<file path="src/rtl/bin_to_bcd_converter_if.sv">
// Handshake and result bundle between a binary producer and the BCD converter.
// The master side drives start/bin_in; the converter (slave) drives status and result.
interface bin_to_bcd_converter_if #(
    parameter int BIN_W  = 27,
    parameter int DIGITS = 8
);
    logic                  start;
    logic [BIN_W-1:0]      bin_in;
    logic                  busy;
    logic                  done;
    logic [4*DIGITS-1:0]   bcd_out;
    logic                  ovf;
    logic                  neg;

    modport master (
        output start,
        output bin_in,
        input  busy,
        input  done,
        input  bcd_out,
        input  ovf,
        input  neg
    );

    modport slave (
        input  start,
        input  bin_in,
        output busy,
        output done,
        output bcd_out,
        output ovf,
        output neg
    );
endinterface

</file>
<file path="src/rtl/bin_to_bcd_converter.sv">
// Iterative double-dabble binary-to-packed-BCD converter; SIGNED_EN selects two's-complement input with sign flag.
// Latency: BIN_W clocks from accepted start to the one-cycle done pulse; restartable in the done cycle.
// Backpressure: none queued; start is ignored while busy, result held until the next conversion ends.
module bin_to_bcd_converter #(
    parameter int BIN_W  = 27,
    parameter int DIGITS = 8
) (
    input  logic                   clk,
    input  logic                   rst,
    bin_to_bcd_converter_if.slave  bus
);
    localparam int SCR_W = 4*DIGITS + 4;
    localparam int CNT_W = $clog2(BIN_W + 1);

    localparam logic [0:0] ST_IDLE = 1'b0;
    localparam logic [0:0] ST_CONV = 1'b1;

    function automatic logic [63:0] pow10(input int n);
        logic [63:0] r;
        r = 64'd1;
        for (int i = 0; i < n; i++) begin
            r = r * 64'd10;
        end
        return r;
    endfunction

    localparam logic [63:0]         MAX_VAL  = pow10(DIGITS) - 64'd1;
    localparam logic [4*DIGITS-1:0] ALL_NINE = {DIGITS{4'h9}};
    localparam logic [CNT_W-1:0]    LAST_CNT = CNT_W'(BIN_W - 1);

    logic [0:0]          state_q,    state_d;
    logic [BIN_W-1:0]    shift_q,    shift_d;
    logic [SCR_W-1:0]    scratch_q,  scratch_d;
    logic [CNT_W-1:0]    bit_cnt_q,  bit_cnt_d;
    logic                ovf_pend_q, ovf_pend_d;
    logic [4*DIGITS-1:0] bcd_q,      bcd_d;
    logic                ovf_q,      ovf_d;
    logic                done_q,     done_d;

    logic [BIN_W-1:0]    operand_mag;
    logic [SCR_W-1:0]    scratch_adj;
    logic [SCR_W-1:0]    scratch_shl;
    logic [BIN_W-1:0]    shift_shl;

`ifdef SIGNED_EN
    logic                neg_pend_q, neg_pend_d;
    logic                neg_q,      neg_d;

    // -2^(BIN_W-1) negates to itself, which read unsigned is the wanted magnitude.
    assign operand_mag = bus.bin_in[BIN_W-1] ? (~bus.bin_in + 1'b1) : bus.bin_in;
`else
    assign operand_mag = bus.bin_in;
`endif

    always_comb begin
        scratch_adj = scratch_q;
        for (int i = 0; i < DIGITS + 1; i++) begin
            if (scratch_q[4*i +: 4] >= 4'd5) begin
                scratch_adj[4*i +: 4] = scratch_q[4*i +: 4] + 4'd3;
            end
        end
    end

    // The guard nibble absorbs the top bit of oversized operands; its carry-out drops off here.
    assign {scratch_shl, shift_shl} = {scratch_adj, shift_q} << 1;

    always_comb begin
        state_d    = state_q;
        shift_d    = shift_q;
        scratch_d  = scratch_q;
        bit_cnt_d  = bit_cnt_q;
        ovf_pend_d = ovf_pend_q;
        bcd_d      = bcd_q;
        ovf_d      = ovf_q;
        done_d     = 1'b0;
`ifdef SIGNED_EN
        neg_pend_d = neg_pend_q;
        neg_d      = neg_q;
`endif

        unique case (state_q)
            ST_IDLE: begin
                if (bus.start) begin
                    shift_d    = operand_mag;
                    scratch_d  = '0;
                    bit_cnt_d  = '0;
                    ovf_pend_d = (64'(operand_mag) > MAX_VAL);
`ifdef SIGNED_EN
                    neg_pend_d = bus.bin_in[BIN_W-1];
`endif
                    state_d    = ST_CONV;
                end
            end
            ST_CONV: begin
                shift_d   = shift_shl;
                scratch_d = scratch_shl;
                bit_cnt_d = bit_cnt_q + 1'b1;
                if (bit_cnt_q == LAST_CNT) begin
                    state_d = ST_IDLE;
                    done_d  = 1'b1;
                    bcd_d   = ovf_pend_q ? ALL_NINE : scratch_shl[4*DIGITS-1:0];
                    ovf_d   = ovf_pend_q;
`ifdef SIGNED_EN
                    neg_d   = neg_pend_q;
`endif
                end
            end
            default: begin
                state_d = ST_IDLE;
            end
        endcase
    end

    always_ff @(posedge clk) begin
        if (rst) begin
            state_q    <= ST_IDLE;
            shift_q    <= '0;
            scratch_q  <= '0;
            bit_cnt_q  <= '0;
            ovf_pend_q <= 1'b0;
            bcd_q      <= '0;
            ovf_q      <= 1'b0;
            done_q     <= 1'b0;
        end else begin
            state_q    <= state_d;
            shift_q    <= shift_d;
            scratch_q  <= scratch_d;
            bit_cnt_q  <= bit_cnt_d;
            ovf_pend_q <= ovf_pend_d;
            bcd_q      <= bcd_d;
            ovf_q      <= ovf_d;
            done_q     <= done_d;
        end
    end

`ifdef SIGNED_EN
    always_ff @(posedge clk) begin
        if (rst) begin
            neg_pend_q <= 1'b0;
            neg_q      <= 1'b0;
        end else begin
            neg_pend_q <= neg_pend_d;
            neg_q      <= neg_d;
        end
    end

    assign bus.neg = neg_q;
`else
    assign bus.neg = 1'b0;
`endif

    assign bus.busy    = (state_q == ST_CONV);
    assign bus.done    = done_q;
    assign bus.bcd_out = bcd_q;
    assign bus.ovf     = ovf_q;
endmodule

</file>
<file path="src/flat_wrapper.sv">
// flat-port wrapper written by rule: the top's interface ports become plain ports
module bin_to_bcd_converter_flat 
#(
    parameter int BIN_W  = 27,
    parameter int DIGITS = 8
)
  (clk, rst, bus_start, bus_bin_in, bus_busy, bus_done, bus_bcd_out, bus_ovf, bus_neg);
  bin_to_bcd_converter_if #(.BIN_W(BIN_W), .DIGITS(DIGITS)) bus_i ();
  input  logic clk;
  input  logic rst;
  input wire logic [$bits(bus_i.start)-1:0] bus_start;
  input wire logic [$bits(bus_i.bin_in)-1:0] bus_bin_in;
  output wire logic [$bits(bus_i.busy)-1:0] bus_busy;
  output wire logic [$bits(bus_i.done)-1:0] bus_done;
  output wire logic [$bits(bus_i.bcd_out)-1:0] bus_bcd_out;
  output wire logic [$bits(bus_i.ovf)-1:0] bus_ovf;
  output wire logic [$bits(bus_i.neg)-1:0] bus_neg;
  assign bus_i.start = bus_start;
  assign bus_i.bin_in = bus_bin_in;
  assign bus_busy = bus_i.busy;
  assign bus_done = bus_i.done;
  assign bus_bcd_out = bus_i.bcd_out;
  assign bus_ovf = bus_i.ovf;
  assign bus_neg = bus_i.neg;
  bin_to_bcd_converter #(.BIN_W(BIN_W), .DIGITS(DIGITS)) u_core (.clk(clk), .rst(rst), .bus(bus_i));
endmodule
</file>
<file path="config.mk">
export PLATFORM = sky130hd
export DESIGN_NAME = bin_to_bcd_converter_flat
export DESIGN_NICKNAME = d
export VERILOG_FILES = /design/src/rtl/bin_to_bcd_converter_if.sv /design/src/rtl/bin_to_bcd_converter.sv /design/src/flat_wrapper.sv
export SDC_FILE = /design/constraint.sdc
export NUM_CORES = 1
export LEC_CHECK = 0
export CAP_MARGIN = 20
export CORE_ASPECT_RATIO = 0.6
export CORE_MARGIN = 1
export CORE_UTILIZATION = 50
export CTS_BUF_LIST = sky130_fd_sc_hd__clkbuf_4
export DETAILED_ROUTE_END_ITERATION = 10
export PLACE_DENSITY_LB_ADDON = 0.12
export REMOVE_ABC_BUFFERS = 1
export SKIP_CTS_REPAIR_TIMING = 1
export SYNTH_ARGS = -nofsm -noshare
export SYNTH_HDL_FRONTEND = slang
export SYNTH_SLANG_ARGS = --single-unit
export TNS_END_PERCENT = 10
</file>
<file path="constraint.sdc">
create_clock -name clk -period 1.6 [get_ports clk]
set_input_delay 0.32 -clock clk [delete_from_list [all_inputs] [get_ports clk]]
set_output_delay 0.32 -clock clk [all_outputs]
set_load 0.01 [all_outputs]
</file>
[Yosys cells after proc, flatten, opt, wreduce, memory -nomap -nowiden]
Cells that the tools add are included.
Operators by class
  $add $sub $neg: 10
  reduce and logical (&&, ||, !) cells: 3
  muxes and demuxes: 20
  equality and inequality tests: 2
  magnitude comparators: 10
  bitwise gates (word level): 1
Operator list (number)
  $pmux 36 s2: 1
  $pmux 27 s2: 1
  $ge 4x3->1 const B: 9
  $mux 36: 1
  $add 4x2->4 const B: 8
  $mux 32: 1
  $mux 4: 8
  $gt 27x27->1 const B: 1
  $mux 27: 1
  $pmux 5 s2: 1
  $add 5x1->5 const B: 1
  $eq 5x5->1 const B: 1
  $mux 5: 1
  $reduce_and 2->1: 2
  $add 3x2->3 const B: 1
  $mux 1: 3
  $mux 3: 1
  $ne 2x2->1 const B: 1
  $pmux 1 s2: 1
  $reduce_or 2->1: 1
  $not 1->1: 1
Word-level totals
  word-level logic and storage cells: 54
  output and inout port bits: 36
  register bits: 104

[Depth between registers and ports, before layout]
Gate-level depths: netlist of the first run.
  word-level depth: 3
  mapped depth: 8
  depth with buffers taken out: 6

[Worst setup path before layout of the first run]
Ideal clock, no wire load.
  kind: register -> register
  start: register u_core.bit_cnt_q[0]
  end: register u_core.bcd_q[13], in the netlist u_core.bus.bcd_out[13]
  stages on the path, launching flop included: 9
  path buffers: 2
  setup slack: 82 ps
  library setup time: 59 ps
  arrival: 1459 ps
  data required time: 1541 ps
  path through: dfxtp_1 > inv_1 > ha_1 > and4b_1 > and2_1 > buf_6 > nor2_4 > buf_6 > a22o_1
Between the ends
  cells in the longest elaborated chain, start to end: 2
RTL lines
  start: declaration: line bin_to_bcd_converter.sv:34  | logic [CNT_W-1:0] bit_cnt_q, bit_cnt_d;
  start signal: assignment: line bin_to_bcd_converter.sv:128  | bit_cnt_q <= bit_cnt_d;
  $eq 5x5->1: line bin_to_bcd_converter.sv:98  | if (bit_cnt_q == LAST_CNT) begin
  $reduce_and 2->1 (no line)
  end signal: assignment: line bin_to_bcd_converter.sv:121  | bcd_q <= '0;
  end signal: assignment: line bin_to_bcd_converter.sv:130  | bcd_q <= bcd_d;
  end: declaration: line bin_to_bcd_converter.sv:36  | logic [4*DIGITS-1:0] bcd_q, bcd_d;
No other way between the ends.
A chain may end at the register's enable or synchronous reset.

[Worst setup path in the final report of the first run]
  start: register u_core.scratch_q[25]
  end: register u_core.scratch_q[26]
Between the ends
  cells in the longest elaborated chain, start to end: 3
RTL lines
  start: declaration: line bin_to_bcd_converter.sv:33  | logic [SCR_W-1:0] scratch_q, scratch_d;
  start signal: assignment: line bin_to_bcd_converter.sv:127  | scratch_q <= scratch_d;
  $add 4x2->4 / $ge 4x3->1 (equally long branches): line bin_to_bcd_converter.sv:59, bin_to_bcd_converter.sv:58
  $mux 4 *: line bin_to_bcd_converter.sv:58  | if (scratch_q[4*i +: 4] >= 4'd5) begin
  $pmux 36 s2 *: line bin_to_bcd_converter.sv:81  | unique case (state_q)
Every way passes the cells marked *; elsewhere a longest branch is shown, timed or not.

==> metrics list, run 1 <==
* Outcome: finished, final reports clean
- The detailed router placed between 3000 and 4000 vias in this run.
* Reported leakage power: ~2.8 nW
* Worst skew pair latency: 0.45 ns
- Slowest cell delay on critical path: between 0.3 and 0.4 ns
- The filler cells instantiated in the layout total a little over 700.
- Nets: roughly 610
* Initial core utilization: 0.520
- Across the run, the number of max-cap violations was 0.
- The number of failing hold endpoints at the final stage is 0.
* Fraction of final layout cells with drive strength greater than 1: 0.0986
* Number of antenna violations at the first check in global routing: 0
* Synth Cell Area: ~0.0045 mm2
- After detailed routing, the number of remaining DRC violations is 0.
- Kind of capture point of the worst setup path: flip-flop
* Diode count: 0
* Seq/Total Area, Yosys: 0.448
- Die width: approximately 120 um
- Cell with the biggest individual delay on the critical path: sky130_fd_sc_hd__dfxtp_1
* Root Buffer Master: sky130_fd_sc_hd__clkbuf_4
* Crit-path max FO: 3
- The count of buffers added on input and output ports is 64.
- In the finished design, the share of the clock period the worst path needs comes to 0.991.
- Setup repair after global routing could not meet its margin everywhere.
* Avg Vias per Cell: approximately 5.4
- Area Growth Syn to Fin: 25.0%
- Global routing finished with a remaining overflow of 0.
- RD Place Congestion: 0.786
- Cell chain of the critical path: inv_1 -> ha_1 -> nand2b_1 -> a21oi_2 -> mux2i_1 -> a22o_1
- The first detailed-routing pass ran for 4 iterations.
* Highest Clock Rate: 631 MHz
- DP HPWL: roughly 7100 um
* Number of storage elements in the synthesis netlist: 100
- Largest cells by area after synthesis: sky130_fd_sc_hd__dfxtp_1, sky130_fd_sc_hd__mux2i_1, sky130_fd_sc_hd__a22o_1, sky130_fd_sc_hd__nor2_1, sky130_fd_sc_hd__a21oi_1
* # setup viols final: 0
- Synth unique cells: 34
- Category of the worst setup path launch point: flip-flop
- The tightest min-delay check is of the in -> reg type.
* Clock input transition at the sequential cells of the worst setup and hold paths: 0.15 ns
- Maximum level of the CTS H-tree: 3
* Worst Path Required: about 2 ns
- After floorplanning, the core was sized to cover between 0.008 and 0.009 mm2.
- Chip Height: 75.2 um
- TritonCTS built the clock tree.
* Maximum VDD drop: around 470 uV
* Number of buffers on the longest clock path: 2
- After detailed routing, the average wire length per cell comes to about 15 um.
* Total wire length: just over 10000 um
* Yosys top cell area share: 0.448
* Top cell type by total area after synthesis: sky130_fd_sc_hd__dfxtp_1
- PD cells: about 800 mW/mm2
- Final Util: 0.650
- Across the routed clock network, the largest skew measured is 0.0140 ns.
* Number of core rows: 26
- Drt initial violations: 256
- Syn Inst Count: approximately 500
- Crit path time final: between 1.5 and 2 ns
- Number of sinks on the clock net: 100
- In the global route stage, overall resource usage came out at 0.231.
- Headroom to the max-slew limit came out at 0.649.
* Wire length of the first global-routing pass: about 16000 um
* Fin. max-slew vios: 0
* Tot Pwr: between 4 and 5 mW
- The via count of the first global-routing pass came to roughly 3400.
* Full die area: ~0.0093 mm2
- Pin placement for this block handled 66 I/O pins.
- Slew of the pin with the lowest slew margin: 0.526 ns
* Start-to-end type of the worst setup path: reg -> reg
- Counting the buffers created by CTS gives 9.
- In this run the remaining antenna-violating nets after routing total 0.
* Crit path DAT: 1.99 ns
* Synth Area per Inst: 8.96 um2
- Largest net degree at the start of global routing: 30
- The Yosys step of the flow raised 0 warnings.
## report_power, final
part | leakage [nW] | switching [mW] | internal [mW] | total [mW]
Sequential | 0.812 | 0.0354 | 2.54 | 2.58
Combinational | 1.88 | 0.215 | 0.189 | 0.404
Clock | 0.0822 | 0.805 | 0.638 | 1.44
## logic make-up (layout without fill, tap and decap cells)
logic type	after synthesis	after routing	share of synthesized area
AND/OR/NAND/NOR	155	155	0.165
AO/OA/AOI/OAI	128	128	0.182
flip-flops	100	100	0.448
buffers and inverters	51	121	0.0552
multiplexers	36	36	0.0807
adder cells (fa/ha/maj)	18	18	0.0504
XOR/XNOR	9	9	0.0177
other	1	1	0.000840
## path summary, 6_finish.rpt
path,startpoint,end,slack [ns],cells past startpoint
worst max-delay path,u_core.scratch_q[25],u_core.scratch_q[26],0.01,6
worst min-delay path,rst,u_core.bus.bcd_out[16],0.26,3
worst max register to register,u_core.scratch_q[25],u_core.scratch_q[26],0.01,6
worst min register to register,u_core.bus.ovf,u_core.bus.ovf,0.48,2
## metrics by stage
stage          hold WS [ns]  worst slack (ns)  instances  area, um2  setup TNS, ns
2_1_floorplan         0.389             -1.43        466       4290         -92.65
5_1_grt               0.229            -0.109        680       5580         -0.331
3_5_place_dp          0.463            -0.237        664       5280         -0.428
3_3_place_gp          0.443            -0.208        664       5280         -0.208
4_1_cts               0.220            -0.325        679       5430          -4.53
6_report              0.258            0.0144        680       5580              0
## synth_stat cells
master                     number
sky130_fd_sc_hd__a211oi_1       8
sky130_fd_sc_hd__a21oi_1       54
sky130_fd_sc_hd__a22o_1        33
sky130_fd_sc_hd__a311o_1        1
sky130_fd_sc_hd__a311oi_1       4
sky130_fd_sc_hd__a41oi_1        2
sky130_fd_sc_hd__and2_1         1
sky130_fd_sc_hd__and3_1         1
sky130_fd_sc_hd__and4b_1        1
sky130_fd_sc_hd__buf_1          4
sky130_fd_sc_hd__buf_2         11
sky130_fd_sc_hd__buf_4          1
sky130_fd_sc_hd__buf_6          5
sky130_fd_sc_hd__clkbuf_1      11
sky130_fd_sc_hd__conb_1         1
sky130_fd_sc_hd__dfxtp_1      100
sky130_fd_sc_hd__ha_1          18
sky130_fd_sc_hd__inv_1         19
sky130_fd_sc_hd__mux2i_1       36
sky130_fd_sc_hd__nand2_1       21
sky130_fd_sc_hd__nand2b_1      13
sky130_fd_sc_hd__nand3_1        2
sky130_fd_sc_hd__nand3b_1       1
sky130_fd_sc_hd__nand4_1        2
sky130_fd_sc_hd__nor2_1        77
sky130_fd_sc_hd__nor2_4         1
sky130_fd_sc_hd__nor2b_1        3
sky130_fd_sc_hd__nor3_1        14
sky130_fd_sc_hd__nor3b_1       16
sky130_fd_sc_hd__o21ai_0       26
sky130_fd_sc_hd__or3_1          1
sky130_fd_sc_hd__or4_1          1
sky130_fd_sc_hd__xnor2_1        8
sky130_fd_sc_hd__xor2_1         1
## registers in the layout, summed over array words and instances, names as in the netlist
name	cells
u_core.bus.busy	1
u_core.bus.done	1
u_core.bus.ovf	1
u_core.bus.bcd_out	32
u_core.shift_q	27
u_core.bit_cnt_q	5
u_core.scratch_q	32
u_core.ovf_pend_q	1
## per-layer routing
metal | vias to the layer above | GRT usage | wire, um
met1 | 1745 | 0.321 | 5150
met3 | 4 | 0.0636 | 528
met5 | - | 0 | 0
li1 | 1872 | - | -
met4 | 0 | 0.0728 | 38
met2 | 73 | 0.350 | 4460
## placed cells by master (no fill, tap or decap), drive strengths merged, types with 2 or more instances in the layout
master,Yosys,layout
nand4,2,2
a311oi,4,4
nor2,78,78
nand2b,13,13
a22o,33,33
a211oi,8,8
nand2,21,21
o21ai,26,26
nor2b,3,3
ha,18,18
dfxtp,100,100
mux2i,36,36
a21oi,54,54
nor3,14,14
a41oi,2,2
inv,19,19
nand3,2,2
dlymetal6s2s,0,35
buf,21,25
nor3b,16,16
bufinv,0,2
xnor2,8,8
clkbuf,11,10
clkinv,0,2
clkdlybuf4s50,0,27
## final cells by class
class                           count  area [um2]  share of cell area
Clock buffer                       10        75.1              0.0134
Clock inverter                      5        77.6              0.0139
Inverter                           19        71.3              0.0128
Multi-Input combinational cell    347        2260               0.405
Sequential cell                   100        2010               0.360
Tap cell                          112         140              0.0251
Timing Repair Buffer               87         948               0.170
## critical path, delay by kind of cell, from the launching register on
family | cells | cell delay (ns)
simple gates | 1 | 0.16
fa+ha+maj | 1 | 0.18
mux | 1 | 0.34
buf+inv | 1 | 0.09
flops | 1 | 0.39
compound gates | 2 | 0.39
(Power assumes the default switching activity.)
==> run 2, diff against run 1 <==
CELL_PAD_IN_SITES_DETAIL_PLACEMENT = 0   (was default)
CELL_PAD_IN_SITES_GLOBAL_PLACEMENT = 1   (was default)
CORE_UTILIZATION = 38   (was 50)
==> run 2 against run 1 <==
Against the previous run:
- final cell count up 8.5%
- sequential share of layout area shrank 0.44 points
- core utilization decreased by 15 points
- via count about the same
- critical path depth increased by 1
- largest power group unchanged
==> metrics list, run 2 (synthesis results as in run 1) <==
- Outcome: finished, final reports clean (unchanged)
- The count of input and output buffers is 64 (unchanged).
* Maximum level of the CTS H-tree: 3 (unchanged)
- The net switching power of the design is 1.08 mW (was 1.05 mW).
- The endpoint type of the worst setup path is a flip-flop (unchanged).
- Worst Path Required: 1.95 ns (was 2.00 ns)
- The clock transition at the registers of the reported paths is 0.15 ns (about the same).
- Grt ovf: 0 (unchanged)
* Number of sinks on the clock net: 100 (unchanged)
* Overall Global Routing Usage: 0.189 (was 0.231)
- Worst skew pair latency: 0.45 ns (about the same)
- The number of antenna violations at the first check in global routing is 0 (unchanged).
* Detailed-route DRC error count: 0 (unchanged)
* Unrepaired setup endpoints after global routing: yes (unchanged)
- The final-report max-slew violation count came to 0 (unchanged).
- The final-report setup violation count came to 0 (unchanged).
- Setup TNS: 0 ns (unchanged)
- Cell with the biggest individual delay on the critical path: sky130_fd_sc_hd__dfxtp_1 (unchanged)
- The part of the cycle the worst path needs came to 0.993 (was 0.991).
- The routability-driven placement congestion ratio came to 0.807 (was 0.786).
- The critical path's largest stage delay came to 0.34 ns (was 0.39 ns).
- Chip Height: 86.0 um (was 75.2 um)
- Number of buffers created by CTS: 9 (unchanged)
- The setup skew after layout came to 0.0157 ns (was 0.0140 ns).
- Number of filler cells placed in the layout: 1110 (was 726)
- Final Util: 0.499 (was 0.650)
* Cell chain of the critical path: inv_1 -> ha_1 -> and4b_1 -> nand2_1 -> buf_4 -> nor3_1 -> nor3_1 (was inv_1 -> ha_1 -> nand2b_1 -> a21oi_2 -> mux2i_1 -> a22o_1)
* Fraction of final layout cells with drive strength greater than 1: 0.125 (was 0.0986)
* Number of global-route vias before repair: 3543 (was 3399)
* Number of buffers on the longest clock path: 2 (unchanged)
* Source of the worst hold timing path: rst (unchanged)
* WP depth: 7 (was 6)
- The via count of the routed design is 3693 (was 3694).
- The area used by multi-input combinational logic came to 0.00227 mm2 (was 0.00226 mm2).
- The die boundary width is 142 um (was 124 um).
* CTS tree: done (unchanged)
* Worst slack on hold paths: 0.186 ns (was 0.258 ns)
* Comb pwr share: 0.103 (was 0.091)
- The number of failing hold endpoints at the final stage came to 0 (unchanged).
* Crit-path max FO: 7 (was 3)
- The kind of critical path was reg -> reg (unchanged).
- Largest net degree at the start of global routing: 30 (unchanged)
- Number of detailed-route iterations in the first pass: 4 (unchanged)
- The final cell count without fillers was 738 (was 680).
- The buffer and inverter count on the worst path came to 2 (was 1).
- Max-cap check violation count: 0 (unchanged)
* Hold crit path type: in -> reg (unchanged)
- The total wirelength of the detailed-routed design came to 10900 um (was 10200 um).
- Most repeated library cell on the critical path: sky130_fd_sc_hd__nor3_1
* DP HPWL: 7790 um (was 7060 um)
- The data arrival time of the critical path came to 1.94 ns (was 1.99 ns).
- Crit path time final: 1.59 ns (about the same)
* Internal: 3.06 mW (was 3.37 mW)
- Net Sw Frac: 0.261 (was 0.238)
* Crit path launch: u_core.bit_cnt_q[0] (was u_core.scratch_q[25])
* Wire length of the first global-routing pass: 17900 um (was 16300 um)
- Commonest non-fill, non-tap cell in the layout: sky130_fd_sc_hd__dfxtp_1 (unchanged)
- Highest Clock Rate: 630 MHz (was 631 MHz)
- The instance count along the most critical hold path is 2 (was 3).
* Avg Vias per Cell: 5.00 (was 5.43)
- The number of diodes is 0 (unchanged).
- The worst voltage drop across the vdd grid was 363 uV (was 470 uV).
- The static leakage was 2.79 nW (was 2.78 nW).
- Drt initial violations: 247 (was 256)
- Depth of the most critical reg-to-reg path: 7 (was 6)
- Category of the worst setup path launch point: flip-flop (unchanged)
* Antenna viol nets, final: 0 (unchanged)
- Most frequent cells in the layout: sky130_fd_sc_hd__dfxtp_1, sky130_fd_sc_hd__nor2_1, sky130_fd_sc_hd__a21oi_1 (unchanged).
* PD cells: 730 mW/mm2 (was 792 mW/mm2)
* Clock share of power: 0.276 (was 0.326)
* Gate family responsible for the most delay along the worst path: simple AND/OR/NAND/NOR gates (was flip-flops)
- The row count is 30 (was 26).
- The starting density of the core came to 0.393 (was 0.520).
- Launching point of the worst reg2reg path: u_core.bit_cnt_q[0] (was u_core.scratch_q[25])
- Register share of total power: 0.621 (was 0.582)
- Placed cell count: 721 (was 664)
- The top-level port count came to 66 (unchanged).
- Root Buffer Master: sky130_fd_sc_hd__clkbuf_4 (unchanged)
- Nets: 621 (was 612)
* Register area: 0.00202 mm2 (was 0.00201 mm2)
- Area Growth Syn to Fin: 27.1% (was 25.0%)
* Core area: 0.0114 mm2 (was 0.00859 mm2)
* Drt wl/cell: 14.8 um (was 15.0 um)
- Full die area: 0.0122 mm2 (was 0.00932 mm2)
[run 2: cell count changes in the layout (fill, tap and decap cells not counted), moves of 2 or more]
cell and delta:
sky130_fd_sc_hd__buf_4 +9, sky130_fd_sc_hd__dfxtp_1 -7, sky130_fd_sc_hd__o21ai_1 +2, sky130_fd_sc_hd__clkinv_1 +3
sky130_fd_sc_hd__bufinv_16 -2, sky130_fd_sc_hd__dfxtp_2 +7, sky130_fd_sc_hd__o21ai_0 -2
[run 2: power by group through the flow]
stage               Clock [mW]  Combinational, mW  Sequential (mW)
floorplan                    0              0.157             2.64
global placement             0              0.413             2.63
finish                    1.14              0.426             2.57
global route              1.31              0.472             2.58
CTS                       1.19              0.418             2.58
detailed placement           0              0.416             2.63
[run 2: metrics by stage]
step,setup WS [ns],power [mW],area (um2)
floorplan,-1.43,2.80,4290
global route,-0.124,4.36,5680
CTS,-0.401,4.19,5500
detailed placement,-0.228,3.05,5400
finish,0.0116,4.14,5680
global placement,-0.218,3.05,5400
[run 2: cell type report]
type / instances / share of cell area
well taps: 160 / 0.0353
clock buffers: 10 / 0.0132
inverters: 19 / 0.0126
repair buffers: 96 / 0.177
multi-input cells: 347 / 0.401
clock inverters: 6 / 0.00551
flip-flops and latches: 100 / 0.355
[run 2: worst paths after layout]
kind	endpoint	slack, ns
setup / recovery	u_core.bus.bcd_out[15]	0.01
hold / removal	u_core.bit_cnt_q[0]	0.19
setup reg to reg	u_core.bus.bcd_out[15]	0.01
hold reg to reg	u_core.bus.bcd_out[25]	0.48
[run 2: layer usage]
layer  global-route usage  up-vias  wire length (um)
met2                0.281       51              4600
met4               0.0557        0                89
met5                    0        -                 0
met3               0.0402        9               336
li1                     -     1880                 -
met1                0.271     1753              5860
==> run 3, diff against run 2 <==
CAP_MARGIN = default   (was 20)
CTS_BUF_LIST = sky130_fd_sc_hd__clkbuf_2 sky130_fd_sc_hd__clkbuf_4 sky130_fd_sc_hd__clkbuf_8   (was sky130_fd_sc_hd__clkbuf_4)
PLACE_DENSITY = 0.85   (was default)
PLACE_DENSITY_LB_ADDON = default   (was 0.12)
==> run 3 against run 2 <==
Against the previous run:
- setup slack gained 0.024 ns
- sequential share of layout area shrank 0.60 points
- final cell count shrank 1.2%
- critical path depth shrank 1
- first-iteration DRC count grew 4.9%
- global-route usage shrank 0.68 points
- clock power grew 70%
- flip-flop and latch count is the same
- critical path type unchanged
- largest power group unchanged
- highest routed layer unchanged
==> metrics list, run 3 (synthesis results as in run 1) <==
- Outcome: finished, final reports clean (unchanged).
* Port buffer count: 64 (unchanged)
- Wire length of the first global-routing pass: 17500 um (was 17900 um)
- The clock period minus worst slack is 1.56 ns (was 1.59 ns).
- Number of buffers on the longest clock path: 2 (unchanged)
* Number of core rows: 30 (unchanged)
- The destination of the critical timing path is u_core.scratch_q[6] (was u_core.bus.bcd_out[15]).
* Post-route clock skew: 0.00759 ns (was 0.0157 ns)
- Fraction of the cycle the final worst path needs: 0.978 (was 0.993)
* Start-to-end type of the worst setup path: reg -> reg (unchanged)
- The required time reported for the critical path endpoint came to 1.91 ns (was 1.95 ns).
- Number of global-route vias before repair: 3520 (was 3543)
- The total wirelength of the detailed-routed design is 10700 um (was 10900 um).
* Overall Global Routing Usage: 0.182 (was 0.189)
- Maximum VDD drop: 465 uV (was 363 uV)
* Tot Pwr: 4.93 mW (was 4.14 mW)
* Category of the worst setup path launch point: flip-flop (unchanged)
- Placed cell count: 713 (was 721)
- The maximum achievable frequency is 639 MHz (was 630 MHz).
* Core area: 0.0114 mm2 (unchanged)
- Area of the multi-input gates: 0.00227 mm2 (about the same)
* Most frequent cells in the layout: sky130_fd_sc_hd__dfxtp_1, sky130_fd_sc_hd__nor2_1, sky130_fd_sc_hd__a21oi_1 (unchanged)
- Fraction of final layout cells with drive strength greater than 1: 0.107 (was 0.125)
- The largest net degree at the start of global routing was 32 (was 30).
- Kind of capture point of the worst setup path: flip-flop (unchanged)
- Register area: 0.00201 mm2 (was 0.00202 mm2)
* Worst slack on hold paths: 0.364 ns (was 0.186 ns)
* Drt initial violations: 259 (was 247)
- Launching point of the worst reg2reg path: u_core.scratch_q[5] (was u_core.bit_cnt_q[0])
* Number of buffers created by CTS: 9 (unchanged)
- The number of fill cells in the layout is 1057 (was 1110).
* Endpoints failing hold: 0 (unchanged)
* Fin. max-slew vios: 0 (unchanged)
* Number of sinks on the clock net: 100 (unchanged)
- Final standard cell count with taps included and fillers excluded: 729 (was 738)
- The via count of the routed design came to 3649 (was 3693).
- The overall die height is 86.0 um (unchanged).
* Reported leakage power: 2.78 nW (was 2.79 nW)
- Crit-path max FO: 3 (was 7)
* Die width: 142 um (unchanged)
- Max-cap check violation count: 0 (unchanged)
- The final-report setup violation count was 0 (unchanged).
* Number of antenna violations at the first check in global routing: 0 (unchanged)
- Crit path DAT: 1.88 ns (was 1.94 ns)
- Drt wl/cell: 14.6 um (was 14.8 um)
* Nets: 612 (was 621)
- The overall overflow remaining after global route is 0 (unchanged).
- The power per standard cell area was 856 mW/mm2 (was 730 mW/mm2).
- Unrepaired setup endpoints after global routing: yes (unchanged)
- DP HPWL: 7430 um (was 7790 um)
- Avg Vias per Cell: 5.01 (was 5.00)
- Number of ports placed on the die boundary: 66 (unchanged)
- The cell depth of the worst flop-to-flop path was 6 (was 7).
- The die area is 0.0122 mm2 (unchanged).
* Reg-to-reg critical path endpoint: u_core.scratch_q[6] (was u_core.bus.bcd_out[15])
- The start point of the critical path is u_core.scratch_q[5] (was u_core.bit_cnt_q[0]).
- The TritonCTS clock tree is done (unchanged).
- The worst-case register-to-register setup slack was 0.04 ns (was 0.01 ns).
- Hold crit path type: in -> reg (unchanged)
- Root Buffer Master: sky130_fd_sc_hd__clkbuf_8 (was sky130_fd_sc_hd__clkbuf_4)
- Antenna viol nets, final: 0 (unchanged)
* Commonest non-fill, non-tap cell in the layout: sky130_fd_sc_hd__dfxtp_1 (unchanged)
- Area Growth Syn to Fin: 28.9% (was 27.1%)
* RD Place Congestion: 0.858 (was 0.807)
- The clock transition at the registers of the reported paths was 0.09 ns (was 0.15 ns).
- The insertion delay to the later sink of the worst-skew pair came to 0.37 ns (was 0.45 ns).
- Number of detailed-route iterations in the first pass: 4 (unchanged)
- The H-tree depth reported by CTS is 3 (unchanged).
- The number of diodes is 0 (unchanged).
- Detailed-route DRC error count: 0 (unchanged)
- Initial core utilization: 0.393 (unchanged)
run 3: worst min-delay path by stage:
stage	depth (start not counted)	slack, ns	endpoint	startpoint
after detailed placement	2	0.45	u_core.bus.ovf	u_core.bus.ovf
after global routing	3	0.36	u_core.bit_cnt_q[1]	rst
after global placement	2	0.44	u_core.bus.ovf	u_core.bus.ovf
after floorplan	1	0.39	u_core.bit_cnt_q[2]	rst
final	3	0.36	u_core.bit_cnt_q[1]	rst
after CTS	3	0.34	u_core.bit_cnt_q[1]	rst
run 3: where the power goes:
group,internal (mW),switching [mW]
registers,2.54,0.0368
logic,0.194,0.215
clock network,1.09,0.851
run 3: worst max-delay path: stages, from the launching register on:
cell and delay (ns):
sky130_fd_sc_hd__dfxtp_1 0.36, sky130_fd_sc_hd__inv_1 0.08, sky130_fd_sc_hd__ha_1 0.18, sky130_fd_sc_hd__nand2b_1 0.17
sky130_fd_sc_hd__a21oi_2 0.23, sky130_fd_sc_hd__mux2i_1 0.31, sky130_fd_sc_hd__a22o_1 0.18
run 3: stage by stage:
step	instance area, um2	setup TNS, ns	worst slack, ns	util
2_1_floorplan	4290	-92.65	-1.43	-
3_3_place_gp	5360	-0.217	-0.217	0.471
3_5_place_dp	5360	-0.220	-0.220	0.471
4_1_cts	5610	-0.337	-0.144	0.493
5_1_grt	5750	-0.226	-0.0571	0.506
6_report	5750	0	0.0352	0.506
run 3: metal layers:
layer / wire, um / vias to the layer above / track usage / share of wire
met3: 439 / 8 / 0.0396 / 0.041
met1: 5540 / 1709 / 0.255 / 0.52
li1: - / 1869 / - / -
met4: 100 / 0 / 0.0528 / 0.0094
met5: 0 / - / 0 / 0
met2: 4600 / 63 / 0.280 / 0.43
run 3: area by class of cell:
cell class / instances / area share
multi-input cells: 347 / 0.394
flip-flops and latches: 100 / 0.349
repair buffers: 87 / 0.167
well taps: 160 / 0.0348
clock buffers: 12 / 0.0254
clock inverters: 4 / 0.0170
inverters: 19 / 0.0124
==> RTL edit: new RTL, config.mk and constraints of run 1 <==
The option `SIGNED_EN` is turned on by a define.
--- a/src/rtl/bin_to_bcd_converter.sv
+++ b/src/rtl/bin_to_bcd_converter.sv
@@ -2,4 +2,6 @@
 // Latency: BIN_W clocks from accepted start to the one-cycle done pulse; restartable in the done cycle.
 // Backpressure: none queued; start is ignored while busy, result held until the next conversion ends.
+`define SIGNED_EN
+
 module bin_to_bcd_converter #(
     parameter int BIN_W  = 27,
Behaviour: same outputs for any inputs over 10 cycles, from zero or initial values and one cycle with rst high; that may be too few to reach the edited logic, so the function may still have changed.
==> RTL edit against run 1 <==
Final area increased by 23%; die area up 14%; total power up 3.2%; count of clock-buffer cells in the layout fell by 1; synthesized cell count grew 21%; wire length rose by 36%; the run now ends with setup timing left; sequential share of layout area decreased by 5.8 points; highest routed layer unchanged; global-route usage up 2.8 points; synthesized area rose by 14%; sequential cell count is 2 higher; critical path type is now input port to flop; largest cell class unchanged; critical path depth is the same; worst setup slack got worse by 0.13 ns.
==> RTL edit: results (changes against run 1) <==
Largest net degree at the start of global routing -> 43 (+43%)
Clock transition at the registers of the reported paths -> 0.17 ns (+0.02 ns)
Final worst slack -> -0.113 ns (-0.128 ns)
Htree depth -> 3 (unchanged)
PortBufs -> 65 (+1.6%)
Via count -> 4794 (+30%)
Vias in the first global route -> 4519 (+33%)
Max-slew violations -> 0 (unchanged)
P_leak -> 3.40 nW (+22%)
Final WL -> 13.9 mm (+36%)
Avg Inst Size Synth -> 8.47 um^2 (-5.5%)
Post-route ant nets -> 0 (unchanged)
Layout cell share with drive strength beyond 1 -> 21.5% (+12 points)
Inserted Diodes -> 0 (unchanged)
First DRT Iteration DRCs -> 259 (+1.2%)
Layout filler cell count -> 771 (+6.2%)
Distinct cells, synth -> 45 (+32%)
Status -> complete, but fails checks
# nets final -> 765 (+25%)
Max rail drop VDD -> 429 uV (-8.7%)
Post-synthesis sequential area ratio -> 40.1% (-4.7 points)
Setup-violating endpoint count in the final report -> 7 (+7)
Crit-path max FO -> 5 (+2)
CP arrival -> 2.10 ns (+0.11 ns)
First-pass GRT wire length -> 21.7 mm (+33%)
GR Util All Layers -> 25.9% (+2.8 points)
Clk_lat worst skew -> 0.49 ns (+0.04 ns)
DRT Pass-1 Iters -> 5 (+1)
Root Buffer -> clkbuf_4
Failing checks -> setup timing
Post-Layout Cell Count -> 856 (+26%)
Largest cells by area after synthesis -> dfxtp_1, a21oi_1, ha_1
Slew HR -> 60.5% (-4.4 points)
Total CTS buffers -> 9 (unchanged)
DP Cell Count -> 835 (+26%)
HPWL after detailed placement -> 9.70 mm (+37%)
Final worst clock skew -> 0.0322 ns (+0.0182 ns)
Routability Congestion -> 0.841 (+7.0%)
Commonest cells in the netlist -> dfxtp_1, a21oi_1, nor2_1
RTL edit: stage by stage:
step                      hold slack, ns  setup TNS (ns)  setup WS [ns]  instance area, um^2  utilization (%)
after floorplan                    0.389         -115.69          -2.02                 4940                -
after global placement             0.443          -15.14         -0.916                 6330             64.0
after detailed placement           0.452          -17.08         -0.997                 6330             64.0
after CTS                          0.121           -9.54         -0.460                 6450             65.3
after global routing               0.114          -0.840         -0.153                 6850             69.4
final                              0.148          -0.560         -0.113                 6850             69.4
RTL edit: kinds of logic (layout without fill, tap and decap cells):
group | after synthesis | in the layout | synth area share (%)
and+or+nand+nor | 207 | 208 | 20.9
buffers and inverters | 59 | 178 | 4.50
adders and majority gates | 19 | 19 | 4.67
xor gates and xnor gates | 27 | 27 | 4.64
muxes | 16 | 16 | 3.15
DFF | 102 | 102 | 40.1
AOI/OAI and AO/OA | 171 | 171 | 22.0
RTL edit: layer usage:
layer	share of wire, %	vias up	GRT usage, %
met5	0	-	0
met1	49	2279	35.1
met3	4.1	19	4.86
li1	-	2390	-
met4	1.0	0	7.01
met2	46	106	42.6
RTL edit: power breakdown:
group,switching [mW],internal (mW)
Combinational,0.342,0.312
Sequential,0.0334,2.60
Clock,0.938,0.338
Total,1.31,3.25
RTL edit: final cells by class:
cell class              count  area (um^2)  share of cell area (%)
well taps                 135          169                    2.47
multi-input cells         441         3050                    44.5
inverters                  21         78.8                    1.15
clock buffers               9         67.6                   0.986
repair buffers            141         1360                    19.9
clock inverters             7         57.6                   0.840
flip-flops and latches    102         2070                    30.2
RTL edit: final timing paths:
check | from | end | slack [ns] | cells past startpoint
min | rst | u_core.shift_q[5] | 0.15 | 2
max | bus_bin_in[12] | u_core.shift_q[22] | -0.11 | 6
max reg2reg | u_core.scratch_q[0] | u_core.bus.bcd_out[4] | 0.06 | 6
min reg2reg | u_core.shift_q[5] | u_core.shift_q[6] | 0.46 | 2
RTL edit: critical path: stages:
cell	delay (ns)
buf_6	0.09
or4_4	0.55
or4_4	0.61
o41ai_4	0.25
xor2_1	0.19
o22ai_1	0.09
